[src/rtl/mux_pkg.sv]
// ============================================================================
// Module   : mux_pkg
// Purpose  : Shared constants and types for the 4:1 mux select scanner.
// Revision : 1.0
// ============================================================================
`default_nettype none

package mux_pkg;

  localparam int SEL_W = 2;
  localparam int N_CH  = 4;

  localparam logic [N_CH-1:0] ANODE_OFF = '1;

  typedef logic [SEL_W-1:0] sel_t;

endpackage

`default_nettype wire

[src/rtl/tick_prescaler.sv]
// ============================================================================
// Module   : tick_prescaler
// Purpose  : Free-running 0..PRESCALE-1 counter with freeze, clear and a
//            combinational terminal-count strobe for the wrapping edge.
// Revision : 1.0
// ============================================================================
`default_nettype none

module tick_prescaler #(
  parameter int PRESCALE = 50000
) (
  input  logic clk,
  input  logic rst_n,
  input  logic en,
  input  logic clr,
  output logic tc
);

  localparam int              CNT_W  = (PRESCALE > 1) ? $clog2(PRESCALE) : 1;
  localparam logic [CNT_W-1:0] c_last = CNT_W'(PRESCALE - 1);

  logic [CNT_W-1:0] r_cnt;

  // en gates everything so a frozen scan keeps its position, even under clr
  always_ff @(posedge clk or negedge rst_n) begin
    if (!rst_n) begin
      r_cnt <= '0;
    end else if (en) begin
      if (clr || (r_cnt == c_last)) r_cnt <= '0;
      else                          r_cnt <= r_cnt + CNT_W'(1);
    end
  end

  assign tc = en & ~clr & (r_cnt == c_last);

endmodule

`default_nettype wire

[src/rtl/mux_select_scanner.sv]
// ============================================================================
// Module   : mux_select_scanner
// Purpose  : Rotates a mux select at a programmable rate and drives a blanked,
//            active-low one-hot anode bus for a multiplexed 7-segment display.
// Revision : 1.0
// ============================================================================
`default_nettype none

module mux_select_scanner #(
  parameter int PRESCALE  = 50000,
  parameter int N_CH      = 4,
  parameter int SEL_W     = 2,
  parameter int BLANK_CYC = 2
) (
  input  logic             clk,
  input  logic             rst_n,
  input  logic             en,
  input  logic             hold,
  input  logic [SEL_W-1:0] hold_sel,
  output logic [SEL_W-1:0] select,
  output logic [N_CH-1:0]  anode,
  output logic             tick,
  output logic             blank
);

  import mux_pkg::*;

  localparam int               BW        = (BLANK_CYC > 0) ? $clog2(BLANK_CYC + 1) : 1;
  localparam logic [BW-1:0]    c_bload   = BW'(BLANK_CYC);
  localparam logic [SEL_W-1:0] c_last_ch = SEL_W'(N_CH - 1);

  logic [SEL_W-1:0] r_sel;
  logic [BW-1:0]    r_bcnt;
  logic             r_tick;
  logic [N_CH-1:0]  r_anode;
  logic             r_blank;

  logic             w_tc;
  logic [SEL_W-1:0] w_hold_sel;
  logic [SEL_W-1:0] w_sel_nxt;
  logic             w_change;
  logic [BW-1:0]    w_bcnt_nxt;
  logic             w_dark;
  logic [N_CH-1:0]  w_anode_lit;

  tick_prescaler #(
    .PRESCALE (PRESCALE)
  ) u_prescaler (
    .clk   (clk),
    .rst_n (rst_n),
    .en    (en),
    .clr   (hold),
    .tc    (w_tc)
  );

  assign w_hold_sel = (hold_sel > c_last_ch) ? c_last_ch : hold_sel;

  // Priority: en=0 freezes, then hold, then terminal count
  always_comb begin
    w_sel_nxt = r_sel;
    if (en) begin
      if (hold)      w_sel_nxt = w_hold_sel;
      else if (w_tc) w_sel_nxt = (r_sel == c_last_ch) ? '0 : r_sel + SEL_W'(1);
    end
  end

  assign w_change = (w_sel_nxt != r_sel);

  always_comb begin
    w_bcnt_nxt = r_bcnt;
    if (w_change)                      w_bcnt_nxt = c_bload;
    else if (en && (r_bcnt != '0))     w_bcnt_nxt = r_bcnt - BW'(1);
  end

  // Outputs are decoded from next-state so they line up with the new select
  assign w_dark      = ~en | (w_bcnt_nxt != '0);
  assign w_anode_lit = ~(N_CH'(1) << w_sel_nxt);

  always_ff @(posedge clk or negedge rst_n) begin
    if (!rst_n) begin
      r_sel   <= '0;
      r_bcnt  <= '0;
      r_tick  <= 1'b0;
      r_anode <= '1;
      r_blank <= 1'b1;
    end else begin
      r_sel   <= w_sel_nxt;
      r_bcnt  <= w_bcnt_nxt;
      r_tick  <= w_change;
      r_anode <= w_dark ? '1 : w_anode_lit;
      r_blank <= w_dark;
    end
  end

  assign select = r_sel;
  assign anode  = r_anode;
  assign tick   = r_tick;
  assign blank  = r_blank;

endmodule

`default_nettype wire

[config.mk]
export PLATFORM = sky130hd
export DESIGN_NAME = mux_select_scanner
export DESIGN_NICKNAME = d
export VERILOG_FILES = /design/src/rtl/mux_pkg.sv /design/src/rtl/tick_prescaler.sv /design/src/rtl/mux_select_scanner.sv
export SDC_FILE = /design/constraint.sdc
export NUM_CORES = 1
export LEC_CHECK = 0
export CAP_MARGIN = 20
export CELL_PAD_IN_SITES_DETAIL_PLACEMENT = 1
export CELL_PAD_IN_SITES_GLOBAL_PLACEMENT = 1
export CORE_ASPECT_RATIO = 1.75
export CORE_MARGIN = 1.5
export CORE_UTILIZATION = 39
export CTS_CLUSTER_SIZE = 24
export DETAILED_ROUTE_END_ITERATION = 6
export GPL_ROUTABILITY_DRIVEN = 0
export PLACE_DENSITY = 0.74
export SLEW_MARGIN = 20
export SYNTH_ARGS = -nofsm -noshare
export SYNTH_HDL_FRONTEND = slang
export SYNTH_SLANG_ARGS = --single-unit
[constraint.sdc]
create_clock -name clk -period 2 [get_ports clk]
set_input_delay 0.4 -clock clk [delete_from_list [all_inputs] [get_ports clk]]
set_output_delay 0.4 -clock clk [all_outputs]
set_load 0.02 [all_outputs]
After elaboration in Yosys (flattened, before gate mapping)
Cells that the tools add are included.
{ "op_classes": {"n_addsub": 3, "order_cmp": 1, "n_eq_ne": 3, "shifts": 1, "n_mux": 9, "n_bitwise": 6, "reduce_logical": 4} }
{ "ops": {"columns": ["operator", "n"], "rows": [
  ["16-bit by 1-bit adder with 16-bit output, second input constant", 1],
  ["16-bit equality test, second input constant", 1],
  ["16-bit 2-to-1 mux", 1],
  ["2-bit 2-to-1 mux", 7],
  ["4-bit 2-to-1 mux", 1],
  ["4-bit NOT", 1],
  ["2-bit nonzero test", 2],
  ["1-bit by 2-bit << shifter with 4-bit output, first input constant", 1],
  ["2-bit by 1-bit adder with 2-bit output, second input constant", 1],
  ["1-bit AND", 2],
  ["2-bit equality test, second input constant", 1],
  ["2-bit > comparator, second input constant", 1],
  ["2-bit != test", 1],
  ["1-bit NOT", 2],
  ["2-bit by 1-bit subtractor with 2-bit output, second input constant", 1],
  ["1-bit logical AND", 1],
  ["1-bit logical OR", 1],
  ["1-bit bitwise OR", 1]
]} }
{ "word_totals": {"ff_bits": 26, "in_bits": 6, "out_inout_bits": 8} }

Longest topological paths before layout
Gate-level depths: netlist (run 1).
{ "depth": {"word_depth": 11, "depth_mapped": 7, "ltp_nobuf": 7} }

Modules after synthesis
From an unflattened synthesis (run 1), not the netlist that was laid out.
{ "unflattened": {"cells_unflattened": 148, "area_unflattened_um2": 1487.7} }
{ "modules_own_cells": {"columns": ["module", "n_inst", "cells_per_inst", "area_per_inst_um2", "seq_area_each_um2"], "rows": [
  ["tick_prescaler", 1, 98, 960.9, 400.4],
  ["mux_select_scanner", 1, 50, 526.8, 256.5]
]} }

Worst setup path before layout (run 1)
No wires, ideal clock.
{ "synth_path": {"kind": "register to register", "from": "register u_prescaler.r_cnt[4]", "to": "register r_anode[1] (netlist: anode[1])", "t_arrival_ns": 1.888, "required_time_ns": 1.936, "slack_ns": 0.049, "stages_incl_launch_ff": 7, "n_path_buf": 0, "synth_period_minus_slack_ns": 1.951, "path_cell_list": "dfrtp_1 or4b_4 nor4_4 mux2i_1 o221a_4 clkinv_4 nand3_1"} }
{ "synth_via": {"elab_chain_len": 10, "elab_cells_between_ends": 12} }
{ "synth_rtl": {"columns": ["element", "line", "rtl"], "rows": [
  ["start: declaration", "tick_prescaler.sv:22", "logic [CNT_W-1:0] r_cnt;"],
  ["start signal: assignment", "tick_prescaler.sv:30", "else r_cnt <= r_cnt + CNT_W'(1);"],
  ["16-bit equality test *", "tick_prescaler.sv:34", "assign tc = en & ~clr & (r_cnt == c_last);"],
  ["1-bit AND *", "tick_prescaler.sv:34", null],
  ["2-bit 2-to-1 mux *", "mux_select_scanner.sv:63", "else if (w_tc) w_sel_nxt = (r_sel == c_last_ch) ? '0 : r_sel + SEL_W'(1);"],
  ["2-bit 2-to-1 mux *", "mux_select_scanner.sv:62", "if (hold) w_sel_nxt = w_hold_sel;"],
  ["2-bit 2-to-1 mux *", "mux_select_scanner.sv:61", "if (en) begin"],
  ["via w_sel_nxt[0]", "mux_select_scanner.sv:40", "logic [SEL_W-1:0] w_sel_nxt;"],
  ["2-bit != test", "mux_select_scanner.sv:67", "assign w_change = (w_sel_nxt != r_sel);"],
  ["2-bit 2-to-1 mux", "mux_select_scanner.sv:71", "if (w_change) w_bcnt_nxt = c_bload;"],
  ["2-bit nonzero test", "mux_select_scanner.sv:76", "assign w_dark = ~en | (w_bcnt_nxt != '0);"],
  ["1-bit bitwise OR", "mux_select_scanner.sv:76", null],
  ["4-bit 2-to-1 mux *", "mux_select_scanner.sv:90", "r_anode <= w_dark ? '1 : w_anode_lit;"],
  ["end signal: assignment", "mux_select_scanner.sv:90", null],
  ["end: declaration", "mux_select_scanner.sv:35", "logic [N_CH-1:0] r_anode;"]
]} }
Mark *: on every way through the listed nets, which the timed path passes. The rest lies on a longest branch.
A chain may end at the register's enable or synchronous reset.

Final worst setup path (run 1)
Ends and elaborated chain as after synthesis.

==> metrics.md, run 1 <==
| Metric | Value |
|---|---|
| Outcome | `finished with violations` |
| Failing checks | `setup timing` |
| Die area | `3828 sq um` |
| First-pass GRT wire length | `5230 microns` |
| Antenna diodes | `0` |
| Netlist cell types | `30` |
| Max Clock Skew | `0.004951 ns` |
| Slowest-stage cell, CP | `or4b_4` |
| Peak Freq | `496.7 MHz` |
| Vias per cell | `5.121` |
| Hold_ws | `0.4906 ns` |
| Overflow after GRT | `0` |
| Area Overhead vs Synth | `30.11%` |
| Switching pwr | `0.3755 mW` |
| Vias in the first global route | `1,191` |
| Net Count, Synth | `143` |
| Crit path buffers/inverters | `2` |
| Hold Crit Class | `input pin to async pin` |
| Cts bufs inserted | `3` |
| IO buf count | `13` |
| Final Hold Fails | `0` |
| First-pass DRT Iterations | `4` |
| Crit-path max FO | `4` |
| Synth warn | `0` |
| Crit path capture type | `register` |
| Number of fill cells | `380` |
| #FFs+latches synth | `26` |
| Reg-to-reg setup timing slack | `-0.01 ns` |
| Fin crit share | `100.7%` |
| DP Cell Count | `207` |
| Worst setup SP type | `register` |
| Global Route Usage Sum | `19.56%` |
| Max IR drop VDD | `0.4862 mV` |
| Fin cells | `214` |
| Clock Latency Late Sink | `0.27 ns` |
| Combinational share of power | `26.7%` |
| Cts hold-fix bufs | `0` |
| CTS sink count | `26` |
| Clock tree root driver cell | `clkbuf_8` |
| DRT Wirelength | `3077 microns` |
| Die extent in y | `80.73 microns` |
| Switching power share of the total | `29.70%` |
| Cells after Synth | `134` |
| Post-synthesis sequential area ratio | `48.79%` |
| Via Count | `1,096` |
| Pwr Total | `1.265 mW` |
| Max-Cap Viols | `0` |
| Arr. time, crit path | `2.23 ns` |
| Reg2reg end | `anode[1]` |
| Synthesized area | `1346 sq um` |
| Layout cells sized above 1 | `23.67%` |
| Avg WL per Cell | `14.38 microns` |
| Minimum clock period | `2.013 ns` |
| Remaining DRCs | `0` |
| Initial antenna violation count | `0` |
| Clk slew on worst S/H paths | `0.09 ns` |
| Top delay family on crit path | `simple AND/OR/NAND/NOR gates` |
| Ys flop type | `dfrtp_1` |
| Reg2reg path depth | `7` |
| Reg-to-Reg Start | `u_prescaler.r_cnt[4]` |
| Crit path cell chain | `or4b_4 > nor4_4 > buf_4 > mux2i_1 > o221a_4 > clkinv_4 > nand3_2` |
| Clock tree buffer depth | `2` |
| Crit path kind | `register to register` |
| Largest net degree at the start of global routing | `27` |
| PwrDens | `721.9 nW/um^2` |
| H-tree levels | `1` |
| Max Transition Viols Final | `0` |
| Synth async-reset ratio | `100.0%` |
| TritonCTS clock tree | `done` |
| DIE WIDTH | `47.42 microns` |
| Max transition margin | `77.87%` |
| Power Internal | `0.8890 mW` |
| Worst stage delay on the critical path | `0.56 ns` |
| Layout net count | `179` |
| Sequential Power Share | `49.0%` |
| Starting DRT DRC Count | `13` |
| Detail Placement HPWL | `2387 microns` |
| Post-synth EDFFs | `0` |
| IO Count | `14` |
| Clock power share | `24.3%` |
| Setup violators final | `4` |
| Worst path required time | `2.22 ns` |
| RSZ-0062 raised after global routing | `yes` |
| Placement Rows | `28` |
| Commonest non-fill, non-tap cells in the layout | `buf_4, dfrtp_1, nor2_1` |
| Setup TNS | `-0.03362 ns` |
| Leakage power | `0.7948 nW` |
| Syn Area/Cell | `10.05 sq um` |
| Final worst slack | `-0.01322 ns` |
| Worst Tran Pin Value | `0.3319 ns` |
| Place WS | `-0.003798 ns` |
| Initial Util | `40.45%` |
| Post-route ant nets | `0` |
| Core ar. | `3328 sq um` |
## timing repair
item	4_1_cts	5_1_grt
pin swaps	1	0
setup endpoints to repair	5	7
resized for setup	1	3
setup buffers	1	2
## registers in the layout (all words and copies together) (netlist names)
name and flops:
blank 1, tick 1, select 2, u_prescaler.r_cnt 16
r_bcnt 2, anode 4
## worst max path at each step
stage / from / end / slack, ns / cells past startpoint
after floorplan: u_prescaler.r_cnt[4] / anode[1] / 0.05 / 6
after global placement: u_prescaler.r_cnt[4] / anode[3] / 0.03 / 7
after detailed placement: u_prescaler.r_cnt[4] / anode[1] / -0.004 / 7
after CTS: u_prescaler.r_cnt[4] / anode[1] / -0.02 / 7
after global routing: u_prescaler.r_cnt[4] / anode[3] / -0.09 / 7
final: u_prescaler.r_cnt[4] / anode[1] / -0.01 / 7
## cell type report
cell class / count / area [sq um] / area share [%]
Clock buffer: 4 / 45.04 / 2.571
Inverter: 9 / 38.79 / 2.214
Multi-Input combinational cell: 95 / 646.9 / 36.93
Sequential cell: 26 / 656.9 / 37.50
Tap cell: 45 / 56.30 / 3.214
Timing Repair Buffer: 35 / 307.8 / 17.57
## cell usage after synthesis (2+ instances only)
library cell  number  share of area, %
and3_1             3               1.4
and3b_1            2               1.3
clkbuf_1           3              0.84
dfrtp_1           21                39
dfstp_2            5               9.8
ha_1               3               2.8
inv_1              8               2.2
mux2i_1            2               1.5
nand2_1            9               2.5
nand2b_1           2              0.93
nand3_1           12               4.5
nand4_1            6               2.8
nor2_1            19               5.3
nor3_1             2              0.74
nor3b_1            2               1.1
o21ai_0            4               1.5
or4b_4             2               2.0
xnor2_1            8               5.2
xor2_1            10               6.5
## worst register-to-register path: cells and delay by family, from the launching register on
kind	cells	cell delay, ns
compound gates	1	0.23
buf+inv	2	0.24
simple gates	3	0.89
flops	1	0.40
mux	1	0.21
## logic make-up after synthesis
group,synth area share (%)
flip-flops,48.79
multiplexers,1.487
AO/OA/AOI/OAI,3.996
buffers and inverters,4.275
XOR/XNOR,11.71
adder cells (fa/ha/maj),2.788
AND/OR/NAND/NOR,26.95
## routing by layer
layer | wire, microns | global-route usage [%] | vias to the layer above | share of wire (%)
li1 | - | - | 519 | -
met4 | 57 | 7.500 | 0 | 1.9
met3 | 39 | 2.022 | 5 | 1.3
met2 | 1888 | 37.16 | 13 | 61
met5 | 0 | 0 | - | 0
met1 | 1091 | 19.97 | 559 | 35
## power groups by stage
stage	sequential (mW)	clock (mW)	combinational [mW]
floorplan	0.647	0	0.194
detailed placement	0.632	0	0.337
CTS	0.621	0.314	0.339
global route	0.627	0.338	0.379
finish	0.619	0.307	0.338
global placement	0.626	0	0.316
## metrics by stage
step | utilization, % | cell area, sq um
finish | 52.63 | 1752
detailed placement | 50.15 | 1669
floorplan | - | 1346
global placement | 50.15 | 1669
CTS | 51.73 | 1722
global route | 52.63 | 1752
Note: power is estimated with default switching activity, not from simulation.
==> run 2, diff against run 1 <==
- ABC_AREA: unset -> 1
- CORE_UTILIZATION: 39 -> 37
- PLACE_DENSITY: 0.74 -> 0.73
==> metrics.md, run 2 <==
| Metric | Value |
|---|---|
| Outcome | `finished clean` |
| Initial Util | `37.91%` |
| Cells after Synth | `182` |
| Synthesized area | `1451 sq um` |
| Netlist cell types | `27` |
| Worst Tran Pin Value | `0.3551 ns` |
| Reg2reg end | `r_bcnt[1]` |
| RSZ-0062 raised after global routing | `no` |
| Clock tree buffer depth | `2` |
| Starting DRT DRC Count | `9` |
| Number of stages on the worst setup path | `10` |
| Clk slew on worst S/H paths | `0.10 ns` |
| Cts bufs inserted | `3` |
| Post-synthesis sequential area ratio | `45.26%` |
| Vias in the first global route | `1,451` |
| Sequential Power Share | `44.0%` |
| Die area | `4322 sq um` |
| Post-synth EDFFs | `0` |
| First-pass DRT Iterations | `4` |
| Slowest-stage cell, CP | `clkdlybuf4s50_1` |
| Core ar. | `3829 sq um` |
| Ys flop type | `dfrtp_1` |
| Arr. time, crit path | `2.02 ns` |
| Cell mode on critical path | `nand2_1` |
| Max Clock Skew | `0.005696 ns` |
| Max Transition Viols Final | `0` |
| Fin crit share | `92.43%` |
| Commonest cells in the netlist | `nand2_1, nor2_1, inv_1` |
| Synth warn | `0` |
| Leading post-synthesis cells by cell area | `dfrtp_1, dfstp_2, nand2_1` |
| Commonest non-fill, non-tap cells in the layout | `nand2_1, nor2_1, inv_1` |
| Synth async-reset ratio | `100.0%` |
| Max-Cap Viols | `0` |
| Grt met3 use | `1.916%` |
| PwrDens | `794.4 nW/um^2` |
| Syn Area/Cell | `7.975 sq um` |
| GRT met1 Usage | `20.16%` |
| Final instance area | `1798 sq um` |
| Setup violators final | `0` |
| Reg-to-reg setup timing slack | `0.22 ns` |
| Commonest non-fill, non-tap cell in the layout | `nand2_1` |
| Place WS | `-0.1260 ns` |
| Yosys top cell area share | `36.21%` |
| Reg2reg path depth | `11` |
| Crit path capture type | `register` |
| DIE WIDTH | `50.35 microns` |
| Avg WL per Cell | `15.06 microns` |
| Worst stage delay on the critical path | `0.48 ns` |
| Switching pwr | `0.4225 mW` |
| DRT Wirelength | `3885 microns` |
| Leakage power | `0.8304 nW` |
| Final Hold Fails | `0` |
| Via Count | `1,315` |
| IO Count | `14` |
| Die extent in y | `85.85 microns` |
| Combinational share of power | `24.7%` |
| Worst setup SP type | `input pin` |
| IO buf count | `13` |
| Worst path required time | `2.17 ns` |
| Hold Crit Class | `input pin to async pin` |
| Crit path cell chain | `clkdlybuf4s50_1 > buf_4 > nand2_2 > nor3b_2 > nand2_1 > nor3_2 > and3_1 > nand3_1 > nand2_1 > nor2_1` |
| Final worst slack | `0.1513 ns` |
| Clock power share | `31.2%` |
| Cts hold-fix bufs | `0` |
| Final core utilization | `46.96%` |
| Power Internal | `1.006 mW` |
| Clock tree root driver cell | `clkbuf_8` |
| DP Area | `1717 sq um` |
| CTS sink count | `26` |
| Initial antenna violation count | `0` |
| Vias per cell | `5.097` |
| Crit path kind | `input pin to register` |
| Global Route Usage Sum | `20.09%` |
| Layout net count | `220` |
| Peak Freq | `540.9 MHz` |
| Top-count cell post-synth | `nand2_1` |
| Crit path buffers/inverters | `2` |
| GR peak layer | `met2` |
| Overflow after GRT | `0` |
| Layout cells sized above 1 | `20.00%` |
| Reg-to-Reg Start | `u_prescaler.r_cnt[0]` |
| Top reg by flops | `u_prescaler.r_cnt` |
| Top delay family on crit path | `simple AND/OR/NAND/NOR gates` |
| Switching power share of the total | `29.58%` |
| #FFs+latches synth | `26` |
| TritonCTS clock tree | `done` |
| Number of flip-flops in the largest register | `16` |
| Setup TNS | `0 ns` |
| First-pass GRT wire length | `6658 microns` |
| H-tree levels | `1` |
| Clock Latency Late Sink | `0.27 ns` |
| Detail Placement HPWL | `3003 microns` |
| Placement Rows | `30` |
| Pwr Total | `1.428 mW` |
| Yosys top cell by area | `dfrtp_1` |
| Area Overhead vs Synth | `23.88%` |
| Max IR drop VDD | `0.6347 mV` |
| Net Count, Synth | `191` |
| Post-route ant nets | `0` |
| Largest net degree at the start of global routing | `27` |
| Met2 Track Usage GR | `40.79%` |
| Remaining DRCs | `0` |
| Max transition margin | `76.33%` |
| Minimum clock period | `1.849 ns` |
| Crit-path max FO | `4` |
| Antenna diodes | `0` |
run 2: cell count changes after synthesis, sizes merged, moves of 5 or more:
cell | before | now
nor3 | 2 | 7
inv | 8 | 23
a21oi | 1 | 11
nand2 | 9 | 39
xor2 | 10 | 1
nor2 | 19 | 32
xnor2 | 8 | 0
run 2: metrics by stage:
stage               std cells  hold WS, ns
floorplan                 182       0.1044
global placement          254       0.4785
detailed placement        254       0.4991
CTS                       258       0.5050
global route              258       0.5029
finish                    258       0.4894
run 2: worst max path at each step:
stage	startpoint	to	slack (ns)
after CTS	en	u_prescaler.r_cnt[11]	0.15
after global routing	u_prescaler.r_cnt[4]	anode[2]	0.02
final	en	u_prescaler.r_cnt[11]	0.15
after detailed placement	en	u_prescaler.r_cnt[11]	-0.13
after floorplan	select[0]	r_bcnt[1]	0.36
after global placement	en	u_prescaler.r_cnt[11]	-0.04
run 2: cells by family after synthesis:
| group | after synthesis | share of synthesized area [%] |
|---|---|---|
| xor+xnor | 1 | 0.6036 |
| fa+ha+maj | 3 | 2.586 |
| compound gates | 21 | 7.845 |
| simple gates | 104 | 35.69 |
| buf+inv | 27 | 8.017 |
| flops | 26 | 45.26 |
run 2: layer usage:
layer	vias up	wire (microns)
met1	646	1416
li1	647	-
met3	6	63
met4	0	65
met5	-	0
met2	16	2340
run 2: power groups by stage:
stage | clock [mW] | combinational, mW | sequential [mW]
finish | 0.446 | 0.353 | 0.629
global route | 0.470 | 0.401 | 0.636
floorplan | 0 | 0.190 | 0.652
global placement | 0 | 0.339 | 0.632
CTS | 0.455 | 0.359 | 0.629
detailed placement | 0 | 0.357 | 0.637
run 2: area by class of cell:
| type | count | area, sq um |
|---|---|---|
| fill | 498 | 2031 |
| multi-input combinational | 129 | 688.2 |
| sequential | 26 | 656.9 |
| timing repair buffer | 26 | 227.7 |
| inverter | 25 | 93.84 |
| tap | 48 | 60.06 |
| clock buffer | 3 | 41.29 |
| clock inverter | 1 | 30.03 |
run 2: repair_timing:
item                       4_1_cts  5_1_grt
setup endpoints to repair        0        7
buffers inserted                 0        0
resized for setup                0        2
run 2: worst register-to-register path: stages, from the launching register on:
cell	delay, ns
dfrtp_1	0.42
ha_1	0.25
nand3_2	0.12
nor2_1	0.06
nand2_1	0.10
nand2_1	0.06
nand2_1	0.11
inv_1	0.07
nand4_1	0.08
nand2_1	0.11
nor2_4	0.20
nand2_1	0.08
